[config.mk]
export PLATFORM = sky130hd
export DESIGN_NAME = inst_encoder
export DESIGN_NICKNAME = d
export VERILOG_FILES = /design/src/rtl/inst_enc_pkg.sv /design/src/rtl/inst_field_pack.sv /design/src/rtl/inst_encoder.sv
export SDC_FILE = /design/constraint.sdc
export NUM_CORES = 1
export LEC_CHECK = 0
export CORE_MARGIN = 3
export CORE_UTILIZATION = 46
export DETAILED_ROUTE_END_ITERATION = 6
export MAX_ROUTING_LAYER = met4
export PLACE_DENSITY_LB_ADDON = 0.12
export REMOVE_ABC_BUFFERS = 1
export SLEW_MARGIN = 20
export SYNTH_ARGS = -nofsm -noshare
export SYNTH_HDL_FRONTEND = slang
export SYNTH_HIERARCHICAL = 1
export SYNTH_SLANG_ARGS = --single-unit
[constraint.sdc]
create_clock -name clk -period 5.6 [get_ports clk]
set_input_delay 1.12 -clock clk [delete_from_list [all_inputs] [get_ports clk]]
set_output_delay 1.12 -clock clk [all_outputs]
set_load 0.05 [all_outputs]
[src/rtl/inst_enc_pkg.sv]
// Shared types and encoding constants for the MIPS instruction encoder.
// Op enum order matches the control decoder's 17-instruction subset.
package inst_enc_pkg;

  typedef enum logic [4:0] {
    OP_ADD  = 5'd0,
    OP_SUB  = 5'd1,
    OP_AND  = 5'd2,
    OP_OR   = 5'd3,
    OP_SLT  = 5'd4,
    OP_SRL  = 5'd5,
    OP_XOR  = 5'd6,
    OP_LW   = 5'd7,
    OP_SW   = 5'd8,
    OP_BEQ  = 5'd9,
    OP_BNE  = 5'd10,
    OP_J    = 5'd11,
    OP_ADDI = 5'd12,
    OP_ANDI = 5'd13,
    OP_ORI  = 5'd14,
    OP_SLTI = 5'd15,
    OP_XORI = 5'd16
  } op_e;

  localparam logic [5:0] OPC_RTYPE = 6'h00;
  localparam logic [5:0] OPC_J     = 6'h02;
  localparam logic [5:0] OPC_LW    = 6'h23;
  localparam logic [5:0] OPC_SW    = 6'h2B;
  localparam logic [5:0] OPC_BEQ   = 6'h04;
  localparam logic [5:0] OPC_BNE   = 6'h05;
  localparam logic [5:0] OPC_ADDI  = 6'h08;
  localparam logic [5:0] OPC_ANDI  = 6'h0C;
  localparam logic [5:0] OPC_ORI   = 6'h0D;
  localparam logic [5:0] OPC_SLTI  = 6'h0A;
  localparam logic [5:0] OPC_XORI  = 6'h0E;

  localparam logic [5:0] FN_ADD = 6'h20;
  localparam logic [5:0] FN_SUB = 6'h22;
  localparam logic [5:0] FN_AND = 6'h24;
  localparam logic [5:0] FN_OR  = 6'h25;
  localparam logic [5:0] FN_SLT = 6'h2A;
  localparam logic [5:0] FN_SRL = 6'h02;
  localparam logic [5:0] FN_XOR = 6'h26;

  typedef enum logic [1:0] {
    ST_IDLE = 2'd0,
    ST_RUN  = 2'd1,
    ST_FULL = 2'd2
  } state_e;

  function automatic logic [31:0] r_word(input logic [4:0] rs, input logic [4:0] rt,
                                         input logic [4:0] rd, input logic [4:0] shamt,
                                         input logic [5:0] funct);
    return {OPC_RTYPE, rs, rt, rd, shamt, funct};
  endfunction

  function automatic logic [31:0] i_word(input logic [5:0] opc, input logic [4:0] rs,
                                         input logic [4:0] rt, input logic [15:0] imm);
    return {opc, rs, rt, imm};
  endfunction

endpackage

[src/rtl/inst_field_pack.sv]
// Combinational packer: symbolic op plus register/immediate fields -> 32-bit MIPS word.
// Ops outside the supported subset report legal=0 and a zero word.
module inst_field_pack
  import inst_enc_pkg::*;
(
  input  logic [4:0]  op,
  input  logic [4:0]  rs,
  input  logic [4:0]  rt,
  input  logic [4:0]  rd,
  input  logic [4:0]  shamt,
  input  logic [15:0] imm,
  input  logic [25:0] target,
  output logic        legal,
  output logic [31:0] word
);

  always_comb begin
    legal = 1'b1;
    word  = 32'h0;
    case (op)
      // shamt only carries meaning for SRL; rs is ignored by SRL
      OP_ADD:  word = r_word(rs, rt, rd, 5'd0, FN_ADD);
      OP_SUB:  word = r_word(rs, rt, rd, 5'd0, FN_SUB);
      OP_AND:  word = r_word(rs, rt, rd, 5'd0, FN_AND);
      OP_OR:   word = r_word(rs, rt, rd, 5'd0, FN_OR);
      OP_SLT:  word = r_word(rs, rt, rd, 5'd0, FN_SLT);
      OP_SRL:  word = r_word(5'd0, rt, rd, shamt, FN_SRL);
      OP_XOR:  word = r_word(rs, rt, rd, 5'd0, FN_XOR);
      OP_LW:   word = i_word(OPC_LW, rs, rt, imm);
      OP_SW:   word = i_word(OPC_SW, rs, rt, imm);
      OP_BEQ:  word = i_word(OPC_BEQ, rs, rt, imm);
      OP_BNE:  word = i_word(OPC_BNE, rs, rt, imm);
      OP_J:    word = {OPC_J, target};
      OP_ADDI: word = i_word(OPC_ADDI, rs, rt, imm);
      OP_ANDI: word = i_word(OPC_ANDI, rs, rt, imm);
      OP_ORI:  word = i_word(OPC_ORI, rs, rt, imm);
      OP_SLTI: word = i_word(OPC_SLTI, rs, rt, imm);
      OP_XORI: word = i_word(OPC_XORI, rs, rt, imm);
      default: legal = 1'b0;
    endcase
  end

endmodule

[src/rtl/inst_encoder.sv]
// Streams encoded MIPS words into imem from base_addr; one word per accepted request, latency 1.
// Optional running XOR checksum of written words when INST_ENC_CHKSUM_EN is defined.
module inst_encoder
  import inst_enc_pkg::*;
#(
  parameter int ADDR_W = 8,
  parameter int DEPTH  = 256
) (
  input  logic              clk,
  input  logic              rst_n,
  input  logic              start,
  input  logic [ADDR_W-1:0] base_addr,
  input  logic              req_valid,
  output logic              req_ready,
  input  logic [4:0]        req_op,
  input  logic [4:0]        req_rs,
  input  logic [4:0]        req_rt,
  input  logic [4:0]        req_rd,
  input  logic [4:0]        req_shamt,
  input  logic [15:0]       req_imm,
  input  logic [25:0]       req_target,
  output logic              imem_we,
  output logic [ADDR_W-1:0] imem_addr,
  output logic [31:0]       imem_wdata,
  output logic [ADDR_W:0]   word_count,
  output logic              busy,
  output logic              full,
  output logic              err,
  output logic [31:0]       chksum
);

  localparam int CNT_W = ADDR_W + 1;
  localparam logic [CNT_W-1:0] COUNT_LAST = CNT_W'(DEPTH - 1);

  state_e            state_reg, state_next;
  logic [CNT_W-1:0]  count_reg;
  logic [ADDR_W-1:0] base_reg;
  logic              we_reg;
  logic [ADDR_W-1:0] addr_reg;
  logic [31:0]       wdata_reg;
  logic              err_reg;

  logic        pack_legal;
  logic [31:0] pack_word;
  logic        accept;
  logic        write_fire;

  inst_field_pack u_pack (
    .op     (req_op),
    .rs     (req_rs),
    .rt     (req_rt),
    .rd     (req_rd),
    .shamt  (req_shamt),
    .imm    (req_imm),
    .target (req_target),
    .legal  (pack_legal),
    .word   (pack_word)
  );

  // start has priority over any request presented in the same cycle
  assign req_ready  = (state_reg == ST_RUN) && !start;
  assign accept     = req_valid && req_ready;
  assign write_fire = accept && pack_legal;

  always_ff @(posedge clk or negedge rst_n) begin
    if (!rst_n) begin
      state_reg <= ST_IDLE;
    end else begin
      state_reg <= state_next;
    end
  end

  always_comb begin
    state_next = state_reg;
    if (start) begin
      state_next = ST_RUN;
    end else if ((state_reg == ST_RUN) && write_fire && (count_reg == COUNT_LAST)) begin
      state_next = ST_FULL;
    end
  end

  // Write port: registered one cycle after the accept
  always_ff @(posedge clk or negedge rst_n) begin
    if (!rst_n) begin
      we_reg    <= 1'b0;
      addr_reg  <= '0;
      wdata_reg <= 32'h0;
    end else begin
      we_reg <= write_fire;
      if (write_fire) begin
        addr_reg  <= base_reg + count_reg[ADDR_W-1:0];
        wdata_reg <= pack_word;
      end
    end
  end

  always_ff @(posedge clk or negedge rst_n) begin
    if (!rst_n) begin
      base_reg  <= '0;
      count_reg <= '0;
      err_reg   <= 1'b0;
    end else if (start) begin
      base_reg  <= base_addr;
      count_reg <= '0;
      err_reg   <= 1'b0;
    end else begin
      if (write_fire) begin
        count_reg <= count_reg + CNT_W'(1);
      end
      if (accept && !pack_legal) begin
        err_reg <= 1'b1;
      end
    end
  end

`ifdef INST_ENC_CHKSUM_EN
  logic [31:0] chksum_reg;

  // Updated on the accept edge so it already includes the word imem_we is presenting
  always_ff @(posedge clk or negedge rst_n) begin
    if (!rst_n) begin
      chksum_reg <= 32'h0;
    end else if (start) begin
      chksum_reg <= 32'h0;
    end else if (write_fire) begin
      chksum_reg <= chksum_reg ^ pack_word;
    end
  end

  assign chksum = chksum_reg;
`else
  assign chksum = 32'h0;
`endif

  assign imem_we    = we_reg;
  assign imem_addr  = addr_reg;
  assign imem_wdata = wdata_reg;
  assign word_count = count_reg;
  assign busy       = (state_reg == ST_RUN);
  assign full       = (state_reg == ST_FULL);
  assign err        = err_reg;

endmodule

# After elaboration in Yosys (flattened, before gate mapping)
# Cells that the tools add are included.
# Widths: inputs -> output; s select.
# word_totals
ff_bits,61
inputBits,79
out_inout_bits,86
wordCells,49
# op_classes
n_addsub,2
eq_ne,19
mux,8
reduce_logical,13
# ops
cell,n
$pmux 32 s17,1
$eq 5x4->1 const B,8
$eq 5x3->1 const B,4
$mux 9,2
$reduce_or 17->1,1
$eq 5x2->1 const B,2
$add 9x1->9 const B,1
$eq 9x8->1 const B,1
$add 8x8->8,1
$logic_and 1x1->1,6
$reduce_bool 2->1,3
$eq 5x1->1 const B,1
$eq 5x5->1 const B,1
$logic_not 5->1,1
$mux 2,2
$mux 1,3
$eq 2x1->1 const B,1
$eq 2x2->1 const B,1
$logic_not 1->1,2

# Longest topological paths before layout
# Gate-level depths: netlist (run 1).
# logic_depth
word_depth,8
ltp_mapped,12
ltp_nobuf,9

# Cells and area by module
# Netlist (run 1), hierarchy kept.
# by_module_without_submodules
module,n_inst,cells_per_inst,area_per_inst_um2,seq_area_each_um2
inst_encoder,1,310,2967.8,1526.5
inst_field_pack,1,103,713.2,0.0

# Worst setup path after synthesis (run 1)
# Ideal clock, no wire load.
# synth_path
path_kind,input to output
start,input start
end,output req_ready
t_arrival_ns,1.979
t_required_ns,4.480
slack_ns,2.501
cell_stages,2
path_buffers,1
path_cell_list,clkbuf_1 > nor2_1
# synth_between
elab_chain_len,2
# synth_rtl
item,line,text
from (decl),inst_encoder.sv:11,"input logic start,"
$logic_not 1->1,inst_encoder.sv:61,assign req_ready = (state_reg == ST_RUN) && !start;
$logic_and 1x1->1,inst_encoder.sv:61,
to (decl),inst_encoder.sv:14,"output logic req_ready,"
# No other way between the ends.

# Worst setup path in the final report (run 1)
# Ends and elaborated chain as after synthesis.

==> results of run 1 <==
stage by stage:
stage	util	std cells
floorplan	-	388
global placement	0.650	623
detailed placement	0.650	623
CTS	0.678	639
global route	0.678	639
finish	0.678	639
cells by family (layout without fill, tap and decap cells):
group | Yosys count | in the layout | synth area share
DFF | 61 | 61 | 0.415
xor gates and xnor gates | 11 | 11 | 0.0262
buffers and inverters | 64 | 160 | 0.118
AOI/OAI and AO/OA | 84 | 84 | 0.167
and+or+nand+nor | 174 | 174 | 0.215
adders and majority gates | 10 | 10 | 0.0360
other | 2 | 33 | 0.00204
muxes | 7 | 7 | 0.0214
cell type report:
class,instances,area share
Multi-Input combinational cell,319,0.362
Sequential cell,61,0.301
Clock inverter,5,0.0148
Inverter,8,0.00641
Tap cell,99,0.0244
Clock buffer,11,0.0259
Timing Repair Buffer,136,0.265
power by group:
group	switching [W]	total, W	internal [W]
Sequential	0.0000303	0.000526	0.000496
Clock	0.000167	0.000416	0.000249
Combinational	0.000341	0.000525	0.000184
worst max-delay path by stage:
stage	depth (start not counted)	end	slack, ns	from
after global placement	11	word_count[3]	1.55	req_op[0]
after CTS	4	req_ready	1.76	start
after detailed placement	11	word_count[3]	1.46	req_op[0]
final	4	req_ready	1.76	start
after global routing	11	word_count[4]	1.49	req_op[0]
after floorplan	9	word_count[3]	2.30	req_op[3]
critical path, stage by stage:
cell and delay, ns:
clkdlybuf4s50_1 0.39, buf_4 0.22, nor2_1 0.16, clkdlybuf4s50_1 0.82
metal layers:
layer | global-route usage | share of wire | wire length [um]
met5 | - | 0 | 0
met4 | 0.0841 | 0.019 | 170
met3 | 0.0631 | 0.086 | 762
met2 | 0.324 | 0.46 | 4090
met1 | 0.263 | 0.43 | 3870
layout by cell type, fill, tap and decap left out, drive strengths merged, types with 4 or more instances in the layout:
cell           netlist  routed
o21ai               13      13
clkdlybuf4s50        0     131
nor3                 6       6
nor2b                5       5
dfrtp               61      61
ha                   9       9
mux2                 7       7
a21o                18      18
clkbuf               4      11
nand2              123     123
xnor2                4       4
a21oi                8       8
o21a                 4       4
inv                  8       8
buf                 52       5
nand3                4       4
conb                 2      33
xor2                 7       7
a22o                22      22
nor2                17      17
==> impl_metrics.csv, run 1 <==
group,metric,value,unit
timing,fin_skew,0.00879,ns
synth,yosys_register_bits,61,
critical_path,startpoint_kind_of_the_worst_setup_timing_path,"input port",
timing,worst_slack,1.76,ns
timing,drv_slew,0,
layout,antenna-diode-count,0,
critical_path,critPathMaxFanout,23,
timing,fin_hold_ws,0.473,ns
layout,final.fill_count,626,
global_routing,globalRoute.totalOverflow,0,
worst_hold_path,holdPathEnd,"imem_wdata[18]",
critical_path,worst_reg_to_reg_cells,7,
global_routing,gr_util_all_layers,0.211,
synth,most_instantiated_cells_after_synthesis,"123 x nand2_1, 61 x dfrtp_1, 35 x buf_4, 22 x a22o_1, 18 x a21o_1",
drt,wire_per_inst,13.9,um
global_routing,grt_first_pass_wirelength,14500,um
worst_hold_path,timing.hold.worst_path_depth,2,
clocking,cts_sinks,61,
synth,postSynth.asyncResetShare,1.00,
clocking,clock_latency,0.34,ns
synth,syn_area,3680,um^2
global_routing,antenna_found_initial,0,
drt,detail_route.vias_per_cell,5.00,
synth,yosys.cell_count.top_type,"nand2_1",
place,hpwlAfterDp,6450,um
clocking,cts-buffers-inserted,9,
layout,finish.net_count,624,
clocking,clock-root-buffer,"clkbuf_8",
die,row_count,31,
synth,synth-edff-count,0,
worst_hold_path,min_path_type,"register to register",
layout,final_area,5070,um^2
timing,fmax,260,MHz
global_routing,grt_max_degree,62,
drt,final_antenna_net_count,0,
critical_path,critical_path_class,"input port to output port",
synth,post_synth_main_area_contributors,"dfrtp_1 41%, nand2_1 13%, buf_4 7.1%",
drt,detail_route.drc_violations,0,
clocking,count_of_buffers_added_by_post_cts_timing_repair_for_setup,0,
clocking,ctsResizeCount,0,
layout,layout.area.seq,1530,um^2
layout,share_of_cells_above_drive_strength_1,0.0685,
clocking,clock_transition_time_at_the_flip_flop_clock_pins_of_the_worst_setup_and_hold_paths,0.07,ns
die,dieArea,9110,um^2
synth,synth_area_leader_cell,"dfrtp_1",
clocking,htree_levels,3,
job,drv_cap,0,
die,placeableCoreArea,7490,um^2
worst_hold_path,hold_start,"imem_wdata[18]",
run_status,outcome,"completed",
clocking,tritoncts_clock_tree,"built",
timing,max_slew.worst_pin.slew,0.762,ns
layout,largest_register_ffs,32,
synth,synthDistinctLibCells,52,
timing,min_period_over_period,0.686,
place,detailed_place.area,4870,um^2
clocking,post_cts_hold_buffers,0,
critical_path,end_kind,"output port",
place,placement.io_buffers,132,
pwr,cellPowerDensity,289,nW/um^2
synth,syn-instance-count,413,
drt,drt_first_iter_violations,166,
layout,area_growth_syn_to_layout,37.8,%
pwr,leakagePower,2.44,nW
timing,timing.setup.tns,0,ns
critical_path,cp_data_required_time,4.48,ns
die,effective_utilization_at_floorplan,0.492,
place,place.gp.congestion,0.859,
timing,final-hold-violation-count,0,
synth,synth-main-ff-cell,"dfrtp_1",
place,dpl_worst_slack,1.46,ns
synth,synth-seq-area-share,0.415,
clocking,max-clock-path-buffers,2,
die,io_pins,165,
drt,routed-via-count,3197,
drt,route.final.wire_length,8890,um
pwr,peakVddDrop,0.132,mV
global_routing,via_count_of_the_first_global_routing_pass,3105,
drt,detailed_routing_iterations_pass_1,4,
critical_path,r2r-start,"state_reg[1]",
synth,yosys_warnings,6,
synth,synthDominantCellAreaShare,0.415,
critical_path,cp.arrival,2.72,ns
pwr,power,0.00147,W
die,dieHeight,95.5,um
timing,report.final.setup_viol,0,
synth,avgSynthCellArea,8.91,um^2
critical_path,timing.rr.end,"word_count[6]",
critical_path,reg2reg_setup_slack,3.36,ns
timing,slew_headroom,0.492,
timing,rsz_0062_raised_after_global_routing,"no",
die,die_width,95.5,um
layout,multiInputGateArea,1840,um^2
timing,timing.final.crit_period,3.84,ns
No activity file was read; power rests on OpenSTA's default activity.
==> run 2, diff against run 1 <==
--- a/config.mk
+++ b/config.mk
@@ -6,7 +6,7 @@
 export NUM_CORES = 1
 export LEC_CHECK = 0
 export CORE_MARGIN = 3
-export CORE_UTILIZATION = 46
+export CORE_UTILIZATION = 38
 export DETAILED_ROUTE_END_ITERATION = 6
 export MAX_ROUTING_LAYER = met4
 export PLACE_DENSITY_LB_ADDON = 0.12
==> constraint.sdc (replaced) <==
create_clock -name clk -period 3.18 [get_ports clk]
set_input_delay 0.636 -clock clk [delete_from_list [all_inputs] [get_ports clk]]
set_output_delay 0.636 -clock clk [all_outputs]
set_load 0.05 [all_outputs]
==> impl_metrics.csv, run 2 (synthesis results as in run 1) <==
group,metric,value,unit
pwr,share_clk_of_total_power,0.264,
critical_path,cp_data_required_time,3.40,ns
clocking,count_of_buffers_added_by_post_cts_timing_repair_for_setup,0,
global_routing,global_route.peak_usage_layer,"met2",
timing,fin_skew,0.00992,ns
layout,area_growth_syn_to_layout,41.0,%
layout,final.fill_count,856,
clocking,tritoncts_clock_tree,"built",
clocking,cts-buffers-inserted,9,
timing,rsz_0062_raised_after_global_routing,"no",
critical_path,critical_path_class,"input port to register",
worst_hold_path,min_path_type,"input port to async pin",
die,placeableCoreArea,9330,um^2
layout,layout.area.seq,1530,um^2
timing,timing.setup.tns,0,ns
global_routing,met1_usage,0.228,
timing,max_slew.worst_pin.slew,0.568,ns
global_routing,global_route_met2_usage,0.282,
die,effective_utilization_at_floorplan,0.395,
pwr,intPower,0.00157,W
global_routing,antenna_found_initial,0,
pwr,seq_pwr_share,0.366,
critical_path,end_kind,"register",
clocking,ctsResizeCount,0,
place,placement.io_buffers,132,
critical_path,startpoint_kind_of_the_worst_setup_timing_path,"input port",
timing,fmax,402,MHz
drt,detail_route.vias_per_cell,4.74,
drt,route.final.wire_length,9590,um
drt,final_antenna_net_count,0,
clocking,clock-root-buffer,"clkbuf_8",
layout,final_common_cell,"clkdlybuf4s50_1",
die,row_count,35,
place,hpwlAfterDp,7240,um
die,die_width,104,um
timing,final-hold-violation-count,0,
timing,fin_hold_ws,0.198,ns
layout,antenna-diode-count,0,
layout,largest_register_ffs,32,
job,drv_cap,0,
layout,mostFrequentLayoutCells,"130 x clkdlybuf4s50_1, 123 x nand2_1, 61 x dfrtp_1, 33 x conb_1, 22 x a22o_1",
clocking,clock_latency,0.33,ns
global_routing,grt_first_pass_wirelength,15400,um
drt,routed-via-count,3225,
timing,min_period_over_period,0.783,
layout,final_cells,680,
clocking,htree_levels,3,
global_routing,gr_util_all_layers,0.179,
timing,timing.final.crit_period,2.49,ns
layout,multiInputGateArea,1840,um^2
timing,drv_slew,0,
critical_path,reg2reg_setup_slack,1.15,ns
drt,wire_per_inst,14.1,um
place,detailed_place.area,5000,um^2
die,io_pins,165,
layout,share_of_cells_above_drive_strength_1,0.0907,
critical_path,worst_reg_to_reg_cells,8,
drt,drt_first_iter_violations,169,
pwr,cellPowerDensity,489,nW/um^2
die,dieHeight,104,um
pwr,peakVddDrop,0.219,mV
pwr,power.net_switching,0.000970,W
place,place.gp.congestion,0.791,
clocking,clock_transition_time_at_the_flip_flop_clock_pins_of_the_worst_setup_and_hold_paths,0.07,ns
drt,detailed_routing_iterations_pass_1,4,
die,dieArea,10900,um^2
timing,report.final.setup_viol,0,
drt,detail_route.drc_violations,0,
critical_path,critPathMaxFanout,22,
run_status,outcome,"completed",
global_routing,via_count_of_the_first_global_routing_pass,3106,
clocking,max-clock-path-buffers,2,
global_routing,globalRoute.totalOverflow,0,
clocking,cts_sinks,61,
clocking,post_cts_hold_buffers,0,
global_routing,grtUsageMet3,0.0528,
pwr,leakagePower,2.49,nW
global_routing,grt_max_degree,31,
pwr,power,0.00254,W
pwr,pwr-share-comb,0.370,
pwr,switching_share,0.382,
timing,slew_headroom,0.618,
layout,final_area,5190,um^2
critical_path,cp.arrival,2.71,ns
place,placed_cells,664,
layout,finish.net_count,635,
[run 2: final cells by class]
type                    instances  share of cell area
multi-input cells             319               0.354
flip-flops and latches         61               0.294
repair buffers                147               0.277
well taps                     129              0.0311
clock buffers                  10              0.0246
clock inverters                 6              0.0123
inverters                       8             0.00627
[run 2: through the flow]
| stage | util | setup WS [ns] |
|---|---|---|
| after global placement | 0.536 | 0.366 |
| after global routing | 0.556 | 0.533 |
| after detailed placement | 0.536 | 0.328 |
| after CTS | 0.556 | 0.689 |
| final | 0.556 | 0.691 |
| after floorplan | - | 0.366 |
[run 2: worst paths after layout]
| check | endpoint | start |
|---|---|---|
| worst min-delay path | imem_addr[1] | rst_n |
| max in group asynchronous | imem_wdata[5] | rst_n |
| min in group clk | imem_wdata[18] | imem_wdata[18] |
| worst min register to register | imem_wdata[18] | imem_wdata[18] |
| worst max register to register | imem_addr[6] | word_count[0] |
| worst max-delay path | word_count[7] | req_op[3] |
[run 2: metal layers]
layer | wire, um | vias up | part of all wire
li1 | - | 1588 | -
met1 | 4290 | 1510 | 0.45
met2 | 4490 | 120 | 0.47
met3 | 715 | 7 | 0.075
met4 | 87 | 0 | 0.0091
met5 | 0 | - | 0
[run 2: power groups by stage]
stage | logic [W] | clock network [W] | registers [W]
2_1_floorplan | 0.000259 | 0 | 0.00125
3_3_place_gp | 0.000938 | 0 | 0.000942
3_5_place_dp | 0.000944 | 0 | 0.000945
4_1_cts | 0.000947 | 0.000684 | 0.000932
5_1_grt | 0.000995 | 0.000721 | 0.000942
6_report | 0.000939 | 0.000670 | 0.000929
[run 2: critical path: stages]
cell and delay (ns):
clkdlybuf4s50_1 0.42, nor2_1 0.27, nand2_1 0.09, nand2_1 0.13, nand2_1 0.06, or3_2 0.47, buf_4 0.25, nor3_4 0.20
xnor2_1 0.13, nor2_1 0.05
